<file path="config.mk">
export PLATFORM = sky130hd
export DESIGN_NAME = seg7_mmio
export DESIGN_NICKNAME = d
export VERILOG_FILES = /design/src/rtl/seg7_mmio.sv
export SDC_FILE = /design/constraint.sdc
export NUM_CORES = 1
export LEC_CHECK = 0
export BUFFER_PORTS_ARGS = -buffer_cell sky130_fd_sc_hd__buf_2
export CORE_AREA = 2 2 117 119
export DETAILED_ROUTE_END_ITERATION = 16
export DIE_AREA = 0 0 119 121
export PLACE_DENSITY = 0.79
export SLEW_MARGIN = 20
export SYNTH_ARGS = -nofsm -noshare
export SYNTH_HDL_FRONTEND = slang
export SYNTH_SLANG_ARGS = --single-unit
</file>
<file path="constraint.sdc">
create_clock -name CLK -period 2.6 [get_ports CLK]
set_input_delay 0.39 -clock CLK [delete_from_list [all_inputs] [get_ports CLK]]
set_output_delay 0.39 -clock CLK [all_outputs]
set_load 0.02 [all_outputs]
</file>
<file path="src/rtl/seg7_mmio.sv">
// Memory-mapped display register block feeding the 8-digit hex tube driver.
// Optional blink support is built when SEG7_BLINK_EN is defined.
module seg7_mmio #(
  parameter int          PRESCALE_W = 24,
  parameter int          BLINK_W    = 25,
  parameter logic [31:0] ID_VALUE   = 32'h5E670016
) (
  input  logic        CLK,
  input  logic        RST,
  input  logic        busSel,
  input  logic        busWe,
  input  logic [1:0]  busAddr,
  input  logic [3:0]  busBe,
  input  logic [31:0] busWData,
  output logic [31:0] busRData,
  output logic        busReady,
  output logic [31:0] dispData,
  output logic        dispBlank
);

  typedef enum logic [1:0] {IDLE, ACK, HOLD} state_t;

  state_t                r_state, w_next;
  logic [31:0]           r_data;
  logic [31:0]           r_count;
  logic [PRESCALE_W-1:0] r_presc;
  logic                  r_mode, r_freeze;
  logic                  w_blink;
  logic                  w_acc, w_wr, w_ctrl_wr, w_tick, w_clr;
  logic [31:0]           w_rdata;

  always_ff @(posedge CLK or negedge RST) begin
    if (!RST) r_state <= IDLE;
    else      r_state <= w_next;
  end

  always_comb begin
    w_next   = r_state;
    busReady = 1'b0;
    case (r_state)
      IDLE: if (busSel) w_next = ACK;
      ACK: begin
        busReady = 1'b1;
        w_next   = busSel ? HOLD : IDLE;
      end
      HOLD:    if (!busSel) w_next = IDLE;
      default: w_next = IDLE;
    endcase
  end

  // Address, direction and byte enables only matter on the IDLE->ACK edge.
  assign w_acc     = (r_state == IDLE) && busSel;
  assign w_wr      = w_acc && busWe;
  assign w_ctrl_wr = w_wr && (busAddr == 2'd1) && busBe[0];
  assign w_tick    = &r_presc;
  assign w_clr     = w_ctrl_wr && busWData[2];

  always_comb begin
    w_rdata = 32'h0;
    case (busAddr)
      2'd0: w_rdata = r_data;
      2'd1: w_rdata = {28'h0, w_blink, 1'b0, r_freeze, r_mode};
      2'd2: w_rdata = r_count;
      2'd3: w_rdata = ID_VALUE;
      default: w_rdata = 32'h0;
    endcase
  end

  always_ff @(posedge CLK or negedge RST) begin
    if (!RST) begin
      r_data   <= 32'h0;
      r_count  <= 32'h0;
      r_presc  <= '0;
      r_mode   <= 1'b0;
      r_freeze <= 1'b0;
      busRData <= 32'h0;
      dispData <= 32'h0;
    end else begin
      r_presc <= r_presc + 1'b1;
      if (w_tick) r_count <= r_count + 32'd1;
      // Clear overrides a coincident prescaler wrap.
      if (w_clr) begin
        r_presc <= '0;
        r_count <= 32'h0;
      end
      if (w_acc) busRData <= w_rdata;
      if (w_wr && busAddr == 2'd0)
        for (int i = 0; i < 4; i++)
          if (busBe[i]) r_data[8*i +: 8] <= busWData[8*i +: 8];
      if (w_ctrl_wr) begin
        r_mode   <= busWData[0];
        r_freeze <= busWData[1];
      end
      if (!r_freeze) dispData <= r_mode ? r_count : r_data;
    end
  end

`ifdef SEG7_BLINK_EN
  logic [BLINK_W-1:0] r_bcnt;
  logic               r_blink_en, r_blank;

  always_ff @(posedge CLK or negedge RST) begin
    if (!RST) begin
      r_bcnt     <= '0;
      r_blink_en <= 1'b0;
      r_blank    <= 1'b0;
    end else begin
      if (w_ctrl_wr) r_blink_en <= busWData[3];
      if (r_blink_en) begin
        r_bcnt <= r_bcnt + 1'b1;
        if (&r_bcnt) r_blank <= ~r_blank;
      end else begin
        r_bcnt  <= '0;
        r_blank <= 1'b0;
      end
    end
  end

  assign w_blink   = r_blink_en;
  assign dispBlank = r_blank;
`else
  assign w_blink   = 1'b0;
  // Blink hardware absent: BLINK_W only shapes a constant zero here.
  assign dispBlank = |{BLINK_W{1'b0}};
`endif

endmodule

</file>
==> results of run 1 <==
## kinds of logic after synthesis
group                    Yosys count
multiplexers                      89
buffers and inverters             52
AO/OA/AOI/OAI                    140
other                              1
XOR/XNOR                          27
flip-flops                       156
AND/OR/NAND/NOR                  230
adder cells (fa/ha/maj)            2
## metrics by stage
step	power (mW)	area, µm²	setup slack [ps]
floorplan	5.28	7360	413
CTS	8.40	8560	156
detailed placement	6.10	8020	199
finish	8.37	8560	237
global route	8.82	8560	87.9
global placement	5.97	8020	350
## where the power goes
part / total, mW / internal (mW) / switching [mW]
Sequential: 3.93 / 3.16 / 0.772
Combinational: 2.16 / 0.899 / 1.26
Clock: 2.28 / 1.36 / 0.928
## timing repair
item / CTS / global route
buffers inserted: 0 / 1
endpoints found under the hold margin: 0 / 0
endpoints found under the setup margin: 0 / 2
## layout by cell type (no fill, tap or decap), types with 2 or more instances in the layout
cell type / n
or4_1: 8
buf_4: 12
nor2b_1: 2
clkinv_2: 6
ha_1: 2
or3_2: 2
mux2i_1: 54
dfrtp_1: 154
nor2_1: 34
or3_1: 12
buf_12: 3
o21a_1: 16
nor3_1: 6
dfrtp_2: 2
nor4_1: 4
nand4_1: 14
and4_1: 6
and2_1: 5
mux2_2: 35
xor2_1: 16
clkbuf_16: 17
o31ai_1: 28
and3_1: 9
nand2b_1: 3
or4_2: 3
nand2_1: 91
clkbuf_1: 5
inv_1: 7
nand3_1: 22
o21ai_0: 59
buf_2: 105
clkbuf_8: 2
a21oi_1: 35
xnor2_1: 11
## critical path: stages, from the launching register on
cell     delay [ps]
dfrtp_1         390
ha_1            230
nand4_2         200
nor4_1          440
nand4_1         390
or3_1           480
a21oi_1         160
## worst max path at each step
stage	to	depth (start not counted)	from	slack, ps
after floorplan	r_count[30]$_DFFE_PN0P_	7	r_presc[0]$_DFF_PN0_	410
final	r_count[14]$_DFFE_PN0P_	6	r_presc[0]$_DFF_PN0_	240
after global placement	r_count[28]$_DFFE_PN0P_	6	r_presc[0]$_DFF_PN0_	350
after global routing	r_count[14]$_DFFE_PN0P_	6	r_presc[0]$_DFF_PN0_	90
after detailed placement	r_count[28]$_DFFE_PN0P_	6	r_presc[0]$_DFF_PN0_	200
after CTS	r_count[28]$_DFFE_PN0P_	6	r_presc[0]$_DFF_PN0_	160
## sequential cells by signal, indices dropped and copies added, names as in the netlist
name	count
r_data	32
r_mode	1
busRData	32
dispData	32
r_presc	24
r_freeze	1
r_count	32
r_state	2
## routing by layer
layer | vias to the layer above | wire length, µm
met1 | 2902 | 7140
met3 | 23 | 809
met5 | - | 0
li1 | 2673 | -
met4 | 0 | 244
met2 | 199 | 8970
## final cells by class
| type | count | area share [%] |
|---|---|---|
| timing repair buffer | 121 | 8.02 |
| sequential | 156 | 45.6 |
| multi-input combinational | 489 | 37.2 |
| clock buffer | 24 | 5.51 |
| clock inverter | 8 | 0.789 |
| inverter | 7 | 0.307 |
| tap | 176 | 2.57 |
==> qor.txt, run 1 <==
Largest family of logic cells by synthesized area - simple AND/OR/NAND/NOR gates
CP Capture Type - flop
Worst Hold Slack - -10.6 ps
Detailed placement HPWL - 11.6 mm
Longest Clk Path Bufs - 2
Synth Warn # - 0
FF-to-FF Start - r_presc[0]$_DFF_PN0_
Most frequent cell after synthesis - dfrtp_1
Tmin final - 2360 ps
Worst r2r dst - r_count[14]$_DFFE_PN0P_
Remaining Overflow, GRT - 0
Multiplexer share of the synthesized area - 12.7%
Final Hold Fails - 23
Hold Buf Count CTS - 0
Power Density - 978 nW/µm²
Root Buffer - clkbuf_16
Register-to-Register Path Depth - 6
RSZ-0062 raised after global routing - no
Clk slew on worst S/H paths - 60 ps
Effective utilization at floorplan - 56.3%
Wire length per cell - 17.5 µm
Initial antenna violation count - 0
Netlist cell types - 47
Ant diodes - 0
Gpl congestion - 0.886
Hold WC Path Type - input pin to async pin
First-pass DRT Iterations - 5
Area grow syn2layout - 16.3%
Worst slew pin tran - 1100 ps
I/O Buffers - 106
Syn Inst Count - 697
Ys async rst share - 100%
Post-Route WL - 17.2 mm
Simple-Gate Fraction of Synth Area - 15.9%
Grt peak-use layer - met2
Synth top area share - 53.0%
Status - finished with violations
Number of synthesized flops with an enable pin - 0
Area contributors post-synth - dfrtp_1 (53%), mux2i_1 (7.3%), mux2_2 (5.4%)
Kind of critical path - flop to flop
Number of buffers created by CTS - 17
Xor/xnor share of the synthesized area - 3.21%
Grt met1 use - 31.2%
Complex-gate fraction of the synthesized area - 11.1%
Largest net degree at the start of global routing - 70
Multi-input logic area - 3180 µm²
# placed instances - 948
Latest clock arrival within the worst-skew pair - 420 ps
Register-to-register setup slack - 240 ps
Setup total negative slack - 0 ps
Vias in the first global route - 5691
CTS Sinks - 156
Layout Utilization - 65.4%
Average footprint of a synthesized cell - 10.6 µm²
Max_slew headroom - 26.1%
Core footprint - 13100 µm²
Mapped cell area - 7360 µm²
Met3 GRT Util - 4.89%
Register area share after synthesis - 53.0%
Period Utilization, post-route - 90.9%
Final setup viols - 0
VDD IR max - 0.000440 V
Yosys top cell by area - dfrtp_1
Starting DRT DRC Count - 464
Area of the die - 14400 µm²
Final Slew Violations - 0
CTS tree - done
M2 GR Usage - 42.3%
Post-synthesis register bit count - 156
Syn nets - 741
Die H - 121 µm
Commonest cells in the netlist - dfrtp_1 (156), nand2_1 (91), o21ai_0 (59)
FF/Latch Area - 3910 µm²
Post-Synth Adder-Cell Area - 0.340%
First-pass GRT wire length - 28.2 mm
Critical Path RT - 2940 ps
FP Rows - 42
DRT antenna net count - 0
Non-Filler Instances - 981
CP arrival - 2700 ps
Pleak - 3.86 nW
Worst Clk Skew - 12.9 ps
Resized cells post-CTS - 0
GRT Util Overall - 24.7%
Net count, final - 836
Fill count - 1005
Largest fanout on the critical path - 11
Maximum clock rate - 0.423 GHz
Failing checks - hold timing
Die Wd - 119 µm
I/O pin cnt - 108
CP Launch Type - flop
Share of cells above drive strength 1 - 24.7%
Synth Flop Type - dfrtp_1
Max-cap viol count - 0
Drt drc - 0
Htree depth - 4
Vias - 5797
DR vias/cell - 5.91
Note: power is estimated with default switching activity, not from simulation.
==> run 2, diff against run 1 <==
Settings changed: CORE_AREA 2 2 117 119 to 2 2 112 125, DIE_AREA 0 0 119 121 to 0 0 114 127, PLACE_DENSITY 0.79 to 0.78, RECOVER_POWER set to 25.
==> qor.txt, run 2 (synthesis results as in run 1) <==
Number of buffers created by CTS - 17
Share of cells above drive strength 1 - 25.1%
Fill count - 1034
Net count, final - 842
Tot Pwr - 8.80 mW
Final Hold Fails - 0
Clk slew on worst S/H paths - 60 ps
Hold WC Path Type - input pin to flop
DRT antenna net count - 0
Worst Clk Skew - 7.73 ps
Die H - 127 µm
CTS Sinks - 156
Wire length per cell - 17.8 µm
Status - finished, final reports clean
Register-to-Register Path Depth - 7
Remaining Overflow, GRT - 0
Crit path cell chain - ha_1, nand4_2, nor4_4, nand4_1, buf_4, or4_2, a21oi_1
Multi-input logic area - 3180 µm²
Critical Path RT - 2940 ps
Crit-path slowest cell - or4_2
Period Utilization, post-route - 91.3%
Die Wd - 114 µm
Resized cells post-CTS - 0
Final Slew Violations - 0
RSZ-0062 raised after global routing - no
Kind of critical path - flop to flop
Longest Clk Path Bufs - 2
Maximum clock rate - 0.421 GHz
GRT Util Overall - 24.8%
Largest net degree at the start of global routing - 59
CP arrival - 2710 ps
Detailed placement HPWL - 12.0 mm
FF-to-FF Start - r_presc[0]$_DFF_PN0_
CP Capture Type - flop
Most frequent cells in the layout - dfrtp_1 (155), buf_2 (105), nand2_1 (91)
VDD IR max - 0.000519 V
Cell area after layout - 8670 µm²
Most common cell after layout, fill and taps aside - dfrtp_1
I/O pin cnt - 108
Crit path largest cell delay - 540 ps
DR vias/cell - 5.93
Root Buffer - clkbuf_16
First-pass GRT wire length - 28.5 mm
Worst Hold Path EP - r_data[7]$_DFFE_PN0P_
Initial antenna violation count - 0
Latest clock arrival within the worst-skew pair - 420 ps
First-pass DRT Iterations - 4
FP Rows - 44
CTS tree - done
Post-Route WL - 17.3 mm
Setup total negative slack - 0 ps
Final setup viols - 0
Max_slew headroom - 0.704%
Vias - 5761
FF/Latch Area - 3910 µm²
Core footprint - 13100 µm²
Vias in the first global route - 5805
Starting DRT DRC Count - 455
Htree depth - 4
Effective utilization at floorplan - 56.2%
Ant diodes - 0
Pleak - 3.93 nW
Hold Path Cell Cnt - 2
CP Launch Type - flop
Gpl congestion - 0.799
Area of placed instances - 8020 µm²
Top delay family on crit path - simple AND/OR/NAND/NOR gates
Power Density - 1010 nW/µm²
Largest fanout on the critical path - 8
Hold Path Origin - busWData[7]
Bufs and invs on worst path - 1
Tmin final - 2370 ps
I/O Buffers - 106
Register-to-register setup slack - 230 ps
Max-cap viol count - 0
Drt drc - 0
Worst r2r dst - r_count[29]$_DFFE_PN0P_
Worst slew pin tran - 1490 ps
Area of the die - 14500 µm²
Area grow syn2layout - 17.8%
run 2: area by class of cell:
cell class	count	area share, %
sequential	156	45.0
tap	161	2.32
clock inverter	7	1.85
clock buffer	24	5.55
inverter	7	0.303
multi-input combinational	489	36.7
timing repair buffer	127	8.25
run 2: timing repair:
action                                  CTS  global route
endpoints found under the setup margin    0            10
hold endpoints to repair                 55             0
hold buffers                              1             0
buffers inserted                          0             2
run 2: worst max-delay path by stage:
stage / startpoint / endpoint / slack (ps) / cells after the start
global placement: r_presc[0]$_DFF_PN0_ / r_count[15]$_DFFE_PN0P_ / 270 / 7
CTS: r_presc[0]$_DFF_PN0_ / r_count[15]$_DFFE_PN0P_ / 120 / 7
floorplan: r_presc[0]$_DFF_PN0_ / r_count[30]$_DFFE_PN0P_ / 410 / 7
detailed placement: r_presc[0]$_DFF_PN0_ / r_count[15]$_DFFE_PN0P_ / 130 / 7
global route: r_presc[0]$_DFF_PN0_ / r_count[20]$_DFFE_PN0P_ / 10 / 6
finish: r_presc[0]$_DFF_PN0_ / r_count[29]$_DFFE_PN0P_ / 230 / 7
run 2: metrics by stage:
step	setup WS [ps]	std cells	hold slack (ps)	utilization [%]
after detailed placement	135	937	394	61.2
after floorplan	413	697	94.4	-
after global placement	272	937	387	61.2
final	226	971	196	66.2
after CTS	124	969	185	66.1
after global routing	10.9	971	188	66.2
run 2: routing by layer:
metal  vias up  routed length, µm  share of wire (%)  track usage [%]
met5         -                  0                  0                0
met4         0                286                1.7             9.40
met3        26                744                4.3             4.74
met2       145               9040                 52             42.8
met1      2914               7250                 42             30.9
li1       2676                  -                  -                -
run 2: power by group:
group          leakage (nW)  internal (mW)  switching (mW)
clock network         0.314           1.77           0.934
logic                  1.70          0.908            1.30
registers              1.91           3.16           0.729
total                  3.93           5.84            2.96
run 2: worst reg2reg max path, cell delays in order, from the launching register on:
cell and delay (ps):
dfrtp_1 380, ha_1 240, nand4_2 210, nor4_4 400, nand4_1 150, buf_4 190, or4_2 550, a21oi_1 190
